### src/rtl/cla_restoring_divider_if.sv
`default_nettype none
// ============================================================================
//  Module   : cla_restoring_divider_if
//  Brief    : Operand/result handshake bundle for the restoring divider.
//  Revision : 1.0  initial release
// ============================================================================
interface cla_restoring_divider_if #(
  parameter int WIDTH = 4
);
  logic             in_valid;
  logic             in_ready;
  logic [WIDTH-1:0] dividend;
  logic [WIDTH-1:0] divisor;
  logic             out_valid;
  logic             out_ready;
  logic [WIDTH-1:0] quotient;
  logic [WIDTH-1:0] remainder;
  logic             div_by_zero;
  logic             busy;

  // Requester side: presents operands, consumes results.
  modport master (
    output in_valid, dividend, divisor, out_ready,
    input  in_ready, out_valid, quotient, remainder, div_by_zero, busy
  );

  // Divider side.
  modport slave (
    input  in_valid, dividend, divisor, out_ready,
    output in_ready, out_valid, quotient, remainder, div_by_zero, busy
  );
endinterface
`default_nettype wire

### src/rtl/cla_restoring_divider.sv
`default_nettype none
// ============================================================================
//  Module   : cla_restoring_divider
//  Brief    : Unsigned restoring divider, one quotient bit per cycle, with the
//             trial subtraction built from 4-bit carry-lookahead groups.
//             WIDTH must be a multiple of 4.
//  Revision : 1.0  initial release
// ============================================================================
module cla_restoring_divider #(
  parameter int WIDTH = 4
) (
  input  logic                  clk,
  input  logic                  rst_n,
  cla_restoring_divider_if.slave bus
);

  localparam int NG = WIDTH / 4;
  localparam int CW = (WIDTH > 1) ? $clog2(WIDTH) : 1;
  localparam logic [CW-1:0] LAST_ITER = CW'(WIDTH - 1);

  typedef enum logic [1:0] {
    IDLE = 2'd0,
    CALC = 2'd1,
    DONE = 2'd2
  } state_t;

  state_t           state, state_nx;
  logic [WIDTH-1:0] dvd_sh;       // dividend, shifted out MSB first
  logic [WIDTH-1:0] dvs_r;        // captured divisor
  logic [WIDTH:0]   rem_r;        // partial remainder
  logic [WIDTH-1:0] quo_sh;       // quotient bits as they are produced
  logic [CW-1:0]    cnt;          // iteration count
  logic [WIDTH-1:0] quotient_r;
  logic [WIDTH-1:0] remainder_r;
  logic             dbz_r;

  logic             accept;
  logic             last_iter;
  logic [WIDTH:0]   r_shift;
  logic [WIDTH-1:0] cla_x, cla_y, cla_sum;
  logic             carry_w;      // carry into bit WIDTH of the trial
  logic             trial_cout;
  logic [WIDTH:0]   trial;
  logic [WIDTH:0]   rem_nx;
  logic [WIDTH-1:0] quo_nx;

  assign accept    = bus.in_valid && (state == IDLE);
  assign last_iter = (cnt == LAST_ITER);

  // Trial: R - divisor, computed as R + ~{0,divisor} + 1.
  assign r_shift = {rem_r[WIDTH-1:0], dvd_sh[WIDTH-1]};
  assign cla_x   = r_shift[WIDTH-1:0];
  assign cla_y   = ~dvs_r;

  for (genvar k = 0; k < NG; k++) begin : g_cla
    logic [3:0] g, p, c;
    logic       cin, gg, gp, cout;
    if (k == 0) begin : g_first
      assign cin = 1'b1;
    end else begin : g_next
      assign cin = g_cla[k-1].cout;
    end
    assign g = cla_x[4*k +: 4] & cla_y[4*k +: 4];
    assign p = cla_x[4*k +: 4] ^ cla_y[4*k +: 4];
    assign c[0] = cin;
    assign c[1] = g[0] | (p[0] & cin);
    assign c[2] = g[1] | (p[1] & g[0]) | (p[1] & p[0] & cin);
    assign c[3] = g[2] | (p[2] & g[1]) | (p[2] & p[1] & g[0])
                | (p[2] & p[1] & p[0] & cin);
    assign gg   = g[3] | (p[3] & g[2]) | (p[3] & p[2] & g[1])
                | (p[3] & p[2] & p[1] & g[0]);
    assign gp   = &p;
    assign cout = gg | (gp & cin);
    assign cla_sum[4*k +: 4] = p ^ c;
  end

  // Top bit: the extended divisor bit is 0, so its complement is 1.
  assign carry_w    = g_cla[NG-1].cout;
  assign trial_cout = r_shift[WIDTH] | carry_w;
  assign trial      = {~r_shift[WIDTH] ^ carry_w, cla_sum};
  assign rem_nx     = trial_cout ? trial : r_shift;
  assign quo_nx     = {quo_sh[WIDTH-2:0], trial_cout};

  // State register.
  always_ff @(posedge clk or negedge rst_n) begin
    if (!rst_n) state <= IDLE;
    else        state <= state_nx;
  end

  // Next-state decode; a zero divisor skips the iterations entirely.
  always_comb begin
    state_nx = state;
    case (state)
      IDLE: if (bus.in_valid) state_nx = (bus.divisor == '0) ? DONE : CALC;
      CALC: if (last_iter)    state_nx = DONE;
      DONE: if (bus.out_ready) state_nx = IDLE;
      default:                state_nx = IDLE;
    endcase
  end

  // Datapath: operand capture, one restoring step per CALC cycle, result load.
  always_ff @(posedge clk or negedge rst_n) begin
    if (!rst_n) begin
      dvd_sh      <= '0;
      dvs_r       <= '0;
      rem_r       <= '0;
      quo_sh      <= '0;
      cnt         <= '0;
      quotient_r  <= '0;
      remainder_r <= '0;
      dbz_r       <= 1'b0;
    end else begin
      if (accept) begin
        dvd_sh <= bus.dividend;
        dvs_r  <= bus.divisor;
        rem_r  <= '0;
        quo_sh <= '0;
        cnt    <= '0;
        if (bus.divisor == '0) begin
          quotient_r  <= '1;
          remainder_r <= bus.dividend;
          dbz_r       <= 1'b1;
        end
      end else if (state == CALC) begin
        rem_r  <= rem_nx;
        dvd_sh <= dvd_sh << 1;
        quo_sh <= quo_nx;
        cnt    <= cnt + 1'b1;
        if (last_iter) begin
          quotient_r  <= quo_nx;
          remainder_r <= rem_nx[WIDTH-1:0];
          dbz_r       <= 1'b0;
        end
      end
    end
  end

  assign bus.in_ready    = (state == IDLE);
  assign bus.out_valid   = (state == DONE);
  assign bus.busy        = (state != IDLE);
  assign bus.quotient    = quotient_r;
  assign bus.remainder   = remainder_r;
  assign bus.div_by_zero = dbz_r;

endmodule
`default_nettype wire

### src/flat_wrapper.sv
// flat-port wrapper written by rule: the top's interface ports become plain ports
module cla_restoring_divider_flat 
#(
  parameter int WIDTH = 4
)
  (clk, rst_n, bus_in_valid, bus_dividend, bus_divisor, bus_out_ready, bus_in_ready, bus_out_valid, bus_quotient, bus_remainder, bus_div_by_zero, bus_busy);
  cla_restoring_divider_if #(.WIDTH(WIDTH)) bus_i ();
  input  logic clk;
  input  logic rst_n;
  input wire logic [$bits(bus_i.in_valid)-1:0] bus_in_valid;
  input wire logic [$bits(bus_i.dividend)-1:0] bus_dividend;
  input wire logic [$bits(bus_i.divisor)-1:0] bus_divisor;
  input wire logic [$bits(bus_i.out_ready)-1:0] bus_out_ready;
  output wire logic [$bits(bus_i.in_ready)-1:0] bus_in_ready;
  output wire logic [$bits(bus_i.out_valid)-1:0] bus_out_valid;
  output wire logic [$bits(bus_i.quotient)-1:0] bus_quotient;
  output wire logic [$bits(bus_i.remainder)-1:0] bus_remainder;
  output wire logic [$bits(bus_i.div_by_zero)-1:0] bus_div_by_zero;
  output wire logic [$bits(bus_i.busy)-1:0] bus_busy;
  assign bus_i.in_valid = bus_in_valid;
  assign bus_i.dividend = bus_dividend;
  assign bus_i.divisor = bus_divisor;
  assign bus_i.out_ready = bus_out_ready;
  assign bus_in_ready = bus_i.in_ready;
  assign bus_out_valid = bus_i.out_valid;
  assign bus_quotient = bus_i.quotient;
  assign bus_remainder = bus_i.remainder;
  assign bus_div_by_zero = bus_i.div_by_zero;
  assign bus_busy = bus_i.busy;
  cla_restoring_divider #(.WIDTH(WIDTH)) u_core (.clk(clk), .rst_n(rst_n), .bus(bus_i));
endmodule
### config.mk
export PLATFORM = sky130hd
export DESIGN_NAME = cla_restoring_divider_flat
export DESIGN_NICKNAME = d
export VERILOG_FILES = /design/src/rtl/cla_restoring_divider_if.sv /design/src/rtl/cla_restoring_divider.sv /design/src/flat_wrapper.sv
export SDC_FILE = /design/constraint.sdc
export NUM_CORES = 1
export LEC_CHECK = 0
export BUFFER_PORTS_ARGS = -buffer_cell sky130_fd_sc_hd__buf_2
export CORE_MARGIN = 8
export CORE_UTILIZATION = 55
export DETAILED_ROUTE_END_ITERATION = 10
export MAX_ROUTING_LAYER = met4
export PLACE_DENSITY = 0.75
export SLEW_MARGIN = 20
export SYNTH_ARGS = -nofsm -noshare
export SYNTH_HDL_FRONTEND = slang
export SYNTH_SLANG_ARGS = --single-unit
### constraint.sdc
create_clock -name clk -period 2.29 [get_ports clk]
set_input_delay 0.687 -clock clk [delete_from_list [all_inputs] [get_ports clk]]
set_output_delay 0.687 -clock clk [all_outputs]
set_load 0.02 [all_outputs]
==> reports/metrics.csv <==
metric,value,unit
status,"finished, final reports clean",
clock buffer depth,2,
CTS Hold Bufs,0,
die outline area,0.00458,mm²
count of flip-flops with a built-in enable after synthesis,0,
fin crit share,94.5,%
Chip Width,67.7,µm
sequential cell area fraction in the yosys report,47.7,%
setup tns final,0,ps
initial antenna violation count,0,
share of async-settable or async-resettable flops after synthesis,100,%
startpoint class of the critical path,register,
Final Hold Fails,0,
final-report max-slew violation count,0,
post-synthesis average cell area,10.4,µm²
worst-skew pair later-pin latency,330,ps
Power Internal,1.47,mW
placer congestion estimate,0.864,
Sw Share,43.2,%
slowest stage cell on the critical path,dfrtp_1,
shortest period the worst path allows,2160,ps
count of state elements after synthesis,28,
Critical Path Fanout Max,14,
pin count of the biggest net entering global routing,29,
library cell occupying the most area in the post-synthesis netlist,dfrtp_1,
clk sinks,28,
count of endpoints failing setup in the final report,0,
list of cells traversed by the critical path,"or2_2, inv_1, buf_2",
Synth Net Count,160,
area taken by flip-flops and latches,701,µm²
area occupied by multi-input gates,697,µm²
buffer count from post-CTS setup fixing,0,
Top Family by Delay on Critical Path,flip-flops,
clock skew after layout,3.03,ps
fraction of synthesized cell area taken by the top area cell type,47.7,%
half-perimeter wire length after detailed placement,2.33,mm
Worst Max-Slew Pin Slew,626,ps
ranking of synthesized cells by instance count,"dfrtp_1 (28), nand2_1 (16), o21ai_0 (14)",
Netlist Area Pre-Place,0.00147,mm²
height of the die,67.7,µm
total buffers and inverters traversed by the critical path,2,
global-route usage over all layers,15.1,%
first-pass GRT wire length,5.18,mm
Mapped Cells,142,
number of nets with antenna violations after detailed routing,0,
flip-flop cell with the highest count after synthesis,dfrtp_1,
router iterations before antenna repair,4,
worst rel slew slack,58.2,%
clock-pin slew reported for the worst setup and hold paths after clock tree synthesis,150,ps
unrepaired setup endpoints after global routing,false,
max-cap viol count,0,
total design power,2.58,mW
CP Capture Type,output port,
achievable clock frequency,462,MHz
maximum level of the CTS H-tree,1,
GR Overflow Total,0,
Routed WL per cell,15.7,µm
synthesis-to-finish area growth,12.5,%
crit path DAT,1480,ps
number of warnings printed during yosys synthesis,0,
number of buffers added by the clock tree synthesis step,3,
number of placement rows,18,
starting utilization of the core area,58.8,%
vias in the first global route,1136,
type of the worst min-delay path,in -> async,
synth unique cells,34,
largest vdd supply drop,1140,µV
Leak,0.806,nW
Reg power frac,35.1,%
Slowest Stage Delay on Critical Path,580,ps
required time of the critical path,1600,ps
switching component of the power,1.12,mW
final instance area,0.00165,mm²
number of ports placed on the die boundary,24,
routed wire length,3.09,mm
most frequently used cell type in the post-synthesis netlist,dfrtp_1,
starting DRC count in detailed routing,64,
Antenna Cells,0,
relative contribution of combinational cells to total power,55.4,%
part of the total power dissipated in the clock network,9.4,%
net count of the finished layout,186,
detailed-route vias per instance,5.79,
DRC,0,
IO buf count,23,
power density cells,1560,mW/mm²
master cell of the clock root buffer,clkbuf_4,
type of the worst setup path,reg -> out,
number of instances resized during post-cts repair,0,
instance area after placement,0.00162,mm²
CTS tree,done,
via count of the routed design,1141,
share of layout cells above drive strength 1,23.4,%
area of the placeable core,0.00250,mm²
synth top area cells,"dfrtp_1 (48%), ha_1 (5.1%), mux2i_1 (4.8%)",
number of inserted filler cells in the final layout,196,
## cell type report
cell class | instances | share of cell area (%)
multi-input combinational | 97 | 42.1
sequential | 28 | 42.4
timing repair buffer | 26 | 8.32
tap | 30 | 2.27
inverter | 12 | 2.72
clock buffer | 4 | 2.19
## power groups by stage
stage | Clock [mW] | Sequential [mW] | Combinational (mW)
after floorplan | 0 | 0.947 | 1.01
after global placement | 0 | 0.908 | 1.38
after detailed placement | 0 | 0.918 | 1.44
after CTS | 0.248 | 0.908 | 1.45
after global routing | 0.267 | 0.939 | 1.61
final | 0.244 | 0.908 | 1.43
## cells by family (layout without fill, tap and decap cells)
kind of cell | Yosys count | in the layout | synth area share, %
adders and majority gates | 6 | 6 | 5.11
AOI/OAI and AO/OA | 40 | 40 | 19.4
and+or+nand+nor | 39 | 39 | 14.5
xor gates and xnor gates | 1 | 1 | 0.596
muxes | 11 | 11 | 7.83
DFF | 28 | 28 | 47.7
buffers and inverters | 17 | 42 | 4.94
## cell usage in the layout (no fill, tap or decap)
master,n
dfrtp_1,28
buf_2,23
nand2_1,16
o21ai_0,14
inv_1,12
nor2_1,8
mux2i_1,7
ha_1,6
a22o_1,5
nor2b_1,4
mux2_2,4
a22oi_1,3
a21oi_1,3
clkbuf_4,3
buf_4,3
nor4_2,2
o21bai_1,2
or3b_1,2
nand2b_1,2
a221oi_1,2
a2bb2oi_1,2
o21a_1,2
o32a_1,2
or2_2,1
nor3b_4,1
a21oi_4,1
o211a_1,1
a21o_1,1
and3_1,1
and2_1,1
a211oi_1,1
o31ai_1,1
nor3_1,1
xnor2_1,1
clkbuf_8,1
## per-layer routing
| metal | track usage, % | vias up | wire length [µm] |
|---|---|---|---|
| li1 | - | 549 | - |
| met1 | 17.6 | 557 | 1360 |
| met2 | 23.7 | 28 | 1520 |
| met3 | 3.64 | 7 | 154 |
| met4 | 7.57 | 0 | 59 |
| met5 | - | - | 0 |
## per-stage QoR
| step | setup slack [ps] | cells | util [%] | hold WS [ps] |
|---|---|---|---|---|
| after floorplan | 358 | 142 | - | 391 |
| after global placement | 226 | 193 | 64.7 | 465 |
| after detailed placement | 61.8 | 193 | 64.7 | 483 |
| after CTS | 117 | 197 | 66.2 | 362 |
| after global routing | 34.2 | 197 | 66.2 | 387 |
| final | 125 | 197 | 66.2 | 350 |
## final timing paths
kind | end | slack, ps | from | cells past startpoint
max in group asynchronous | u_core.rem_r[0] | 1540 | rst_n | 1
max | bus_in_ready | 130 | u_core.state[1] | 3
max reg2reg | u_core.bus.remainder[0] | 240 | u_core.dvd_sh[3] | 5
min in group clk | u_core.dvd_sh[1] | 510 | u_core.dvd_sh[1] | 2
min reg2reg | u_core.dvd_sh[1] | 510 | u_core.dvd_sh[1] | 2
min | u_core.dvs_r[3] | 350 | rst_n | 1
## registers in the layout (all words and copies together) (netlist names)
register and flops:
u_core.rem_r 4, u_core.bus.quotient 4, u_core.state 2, u_core.cnt 2, u_core.bus.div_by_zero 1, u_core.quo_sh 3
u_core.dvs_r 4, u_core.dvd_sh 4, u_core.bus.remainder 4
(Power assumes the default switching activity.)
